File: config.mk
export PLATFORM = sky130hd
export DESIGN_NAME = shift_seq_core
export DESIGN_NICKNAME = d
export VERILOG_FILES = /design/src/rtl/shift_seq_core.sv
export SDC_FILE = /design/constraint.sdc
export NUM_CORES = 1
export LEC_CHECK = 0
export ABC_AREA = 1
export BUFFER_PORTS_ARGS = -buffer_cell sky130_fd_sc_hd__buf_2
export CORE_UTILIZATION = 45
export DETAILED_ROUTE_END_ITERATION = 10
export GPL_TIMING_DRIVEN = 0
export PLACE_DENSITY = 0.78
export SYNTH_ARGS = -nofsm -noshare
export SYNTH_HDL_FRONTEND = slang
export SYNTH_SLANG_ARGS = --single-unit
File: constraint.sdc
create_clock -name clk -period 2.6 [get_ports clk]
set_input_delay 0.52 -clock clk [delete_from_list [all_inputs] [get_ports clk]]
set_output_delay 0.52 -clock clk [all_outputs]
set_load 0.02 [all_outputs]
File: src/rtl/shift_seq_core.sv
// rtl/shift_seq_core.sv - parametrised shift/rotate pattern sequencer with step prescaler
// Optional feature macro: SHIFT_AUTOWRAP_EN (reload SEED when SRL/SLL shifts the last one out)
module shift_seq_core #(
  parameter int              WIDTH = 8,
  parameter int              DIV   = 1,
  parameter logic [WIDTH-1:0] SEED = {1'b1, {(WIDTH-1){1'b0}}}
) (
  input  logic             clk,
  input  logic             reset,
  input  logic             en,
  input  logic [2:0]       mode,
  input  logic             ser_in,
  input  logic [WIDTH-1:0] load_val,
  output logic [WIDTH-1:0] q,
  output logic             step,
  output logic             wrap,
  output logic             zero
);

  localparam int CW = (DIV > 1) ? $clog2(DIV) : 1;
  localparam logic [CW-1:0] CNT_MAX = CW'(DIV - 1);

  localparam logic [2:0] M_HOLD = 3'b000;
  localparam logic [2:0] M_SRL  = 3'b001;
  localparam logic [2:0] M_SLL  = 3'b010;
  localparam logic [2:0] M_ROR  = 3'b011;
  localparam logic [2:0] M_ROL  = 3'b100;
  localparam logic [2:0] M_SRA  = 3'b101;
  localparam logic [2:0] M_LOAD = 3'b110;

  logic [CW-1:0]    cnt;
  logic [WIDTH-1:0] shifted;
  logic             is_shift;
  logic             wrap_hit;
  logic             terminal;

  // Next-pattern selection for the current mode, including the optional wrap reload
  always_comb begin
    shifted  = q;
    is_shift = 1'b1;
    wrap_hit = 1'b0;
    case (mode)
      M_SRL:   shifted = {ser_in, q[WIDTH-1:1]};
      M_SLL:   shifted = {q[WIDTH-2:0], ser_in};
      M_ROR:   shifted = {q[0], q[WIDTH-1:1]};
      M_ROL:   shifted = {q[WIDTH-2:0], q[WIDTH-1]};
      M_SRA:   shifted = {q[WIDTH-1], q[WIDTH-1:1]};
      default: is_shift = 1'b0;
    endcase
`ifdef SHIFT_AUTOWRAP_EN
    if ((mode == M_SRL || mode == M_SLL) && q != '0 && shifted == '0) begin
      shifted  = SEED;
      wrap_hit = 1'b1;
    end
`endif
    terminal = en && (cnt == CNT_MAX);
  end

  // Pattern register, prescaler and step pulse; LOAD overrides any pending step
  always_ff @(posedge clk) begin
    if (reset) begin
      q    <= SEED;
      cnt  <= '0;
      step <= 1'b0;
    end else if (mode == M_LOAD) begin
      q    <= load_val;
      cnt  <= '0;
      step <= 1'b0;
    end else begin
      step <= 1'b0;
      if (en) begin
        cnt <= terminal ? '0 : cnt + 1'b1;
        if (terminal && is_shift) begin
          q    <= shifted;
          step <= 1'b1;
        end
      end
    end
  end

`ifdef SHIFT_AUTOWRAP_EN
  // Wrap pulse accompanies the step that reloaded SEED
  always_ff @(posedge clk) begin
    if (reset || mode == M_LOAD) begin
      wrap <= 1'b0;
    end else begin
      wrap <= terminal && is_shift && wrap_hit;
    end
  end
`else
  assign wrap = 1'b0;
`endif

  assign zero = (q == '0);

  // M_HOLD is documented for readability; the default case covers it
  logic unused_hold;
  assign unused_hold = (mode == M_HOLD) & wrap_hit;

endmodule

==> results.json <==
{
  "status": "completed",
  "layout.nets": 185,
  "gp_congestion": 0.896,
  "period_share_pct": 69.2,
  "register_area_um2": 200,
  "start_kind": "input port",
  "syn_avg_cell_area_um2": 5.84,
  "final_cells": 192,
  "rr_endpoint": "q[1]",
  "synthTopCellsByArea": "dfxtp_1 (24%), nand2_1 (24%), nand3_1 (8.0%)",
  "start_util_pct": 47.9,
  "overflow": 0,
  "reg2reg_from": "cnt",
  "syn_inst": 140,
  "grt_first_pass_wirelength_um": 3090,
  "die_x_um": 44.6,
  "synth_most_common_cell": "nand2_1",
  "synth_seq_cells": 10,
  "ctsHoldBuffers": 0,
  "end_kind": "flip-flop",
  "syn-num-nets": 156,
  "clock_latency_ns": 0.27,
  "h-tree-depth": 1,
  "peakVddDrop_mv": 0.247,
  "crit_arrival_ns": 2.00,
  "first_global_vias": 747,
  "tns_ns": 0,
  "io_pins": 26,
  "internal_power_mw": 0.275,
  "design.die.area_um2": 1990,
  "syn-cell-area_um2": 818,
  "p_comb_share_pct": 36.7,
  "async_flop_share_pct": 0,
  "cts-root-buf": "clkbuf_4",
  "required_ns": 2.80,
  "vias": 909,
  "post_cts_buffers": 0,
  "max_freq_mhz": 556,
  "hold_violations": 0,
  "dp_hpwl_um": 1440,
  "cts_num_sinks": 10,
  "powerDensity_nw_per_um2": 448,
  "cts_resized": 0,
  "multiInputGateArea_um2": 523,
  "clockBufferDepth": 2,
  "cts_buffers": 3,
  "rows": 15,
  "core_area_um2": 1710,
  "wirelength_um": 1910,
  "cts_tree": "yes",
  "seqPwrFrac_pct": 39.5,
  "switchingPower_mw": 0.169,
  "finalMaxSlewViolations": 0,
  "startpoint": "mode[1]",
  "reg2regPathDepth": 9,
  "ys_types": 24,
  "worstSetupPathType": "in2reg",
  "rsz0062_at_grt": "no",
  "r2r_slack_ns": 1.47,
  "drt_iter0_drc": 22,
  "yosys_warnings": 0,
  "drt_pre_antenna_iters": 4,
  "fillers": 186,
  "clkTransAtPathRegs_ns": 0.06,
  "grt_max_degree": 11,
  "post-place-cells": 189,
  "synth-edff-count": 0,
  "grt_use_total_pct": 21.4,
  "power.leakage_nw": 0.560,
  "hp-class": "in2reg",
  "vias_per_cell": 4.73,
  "synth.top_cells.by_count": "nand2_1 (53), nor2_1 (17), inv_1 (13), nand3_1 (13), dfxtp_1 (10)",
  "synth_top_area_share_pct": 24.5,
  "ys.flop_type": "dfxtp_1",
  "seq_area_frac_synth_pct": 24.5,
  "swShare_pct": 38.1,
  "drive_gt1_share_pct": 26.3,
  "worstPathMaxFanout": 9,
  "power_mw": 0.444,
  "max-cap-violations": 0,
  "synth_area_leader_cell": "dfxtp_1",
  "route.detailed.drc": 0,
  "setup_violations": 0,
  "clock_skew_ns": 0.00451,
  "portBuffers": 24,
  "antenna_cells": 0,
  "route.antenna.remaining_nets": 0,
  "min_period_ns": 1.80,
  "setup.worst_path.end": "q[0]",
  "area_growth_pct": 21.3,
  "antenna_found_initial": 0,
  "wl_per_cell_um": 9.95,
  "clkPwrFrac_pct": 23.8,
  "die_h_um": 44.6
}
[cells in the final DEF (no fill, tap or decap), drive strengths merged]
master	synthesis	routed
a21oi	8	8
buf	2	26
clkbuf	1	4
conb	1	1
dfxtp	10	10
ha	1	1
inv	18	18
nand2	58	58
nand3	13	13
nand4	3	3
nor2	20	20
nor3	3	3
o21ai	2	2
[flip-flops by register name, indices dropped and copies added, names as in the netlist]
signal and cells:
step 1, cnt 1, q 8
[power groups by stage]
stage	sequential (mW)	clock [mW]	combinational (mW)
global route	0.177	0.117	0.182
detailed placement	0.178	0	0.162
finish	0.175	0.106	0.163
floorplan	0.193	0	0.100
global placement	0.179	0	0.160
CTS	0.175	0.111	0.163
[metal layers]
layer,global-route usage (%),wire [um],vias up
met5,0,0,-
met4,8.48,21,0
met3,6.53,131,4
met2,36.8,919,36
met1,24.6,838,380
li1,-,-,489
[worst min-delay path by stage]
stage	from	endpoint	slack [ns]	cells after the start
4_1_cts	en	cnt	0.42	2
3_5_place_dp	cnt	cnt	0.44	2
2_1_floorplan	cnt	cnt	0.42	2
3_3_place_gp	cnt	cnt	0.43	2
5_1_grt	en	cnt	0.42	2
6_report	en	cnt	0.42	2
[cells by family after synthesis]
| logic type | synth area share (%) |
|---|---|
| fa+ha+maj | 1.53 |
| compound gates | 7.03 |
| other cells | 0.458 |
| flops | 24.5 |
| buf+inv | 11.6 |
| simple gates | 54.9 |
[critical path, cell delays in order]
cell      delay (ns)
buf_2           0.13
inv_2           0.07
ha_1            0.27
clkbuf_1        0.31
inv_1           0.13
nand3_1         0.25
nand2_1         0.08
nand2_1         0.07
nand2_1         0.06
a21oi_2         0.11
[final cells by class]
cell class,count,share of cell area (%)
tap,25,3.15
multi-input combinational,109,52.7
sequential,10,20.2
clock buffer,3,2.27
inverter,18,7.31
buffer,3,2.27
timing repair buffer,24,12.1
[metrics by stage]
stage	worst slack [ns]	hold WS (ns)	util (%)	instance area [um2]
5_1_grt	0.675	0.420	58.1	992
4_1_cts	0.828	0.419	58.1	992
3_3_place_gp	0.576	0.431	56.8	970
6_report	0.801	0.423	58.1	992
3_5_place_dp	0.550	0.439	56.8	970
2_1_floorplan	0.935	0.421	-	818
(Power assumes the default switching activity.)
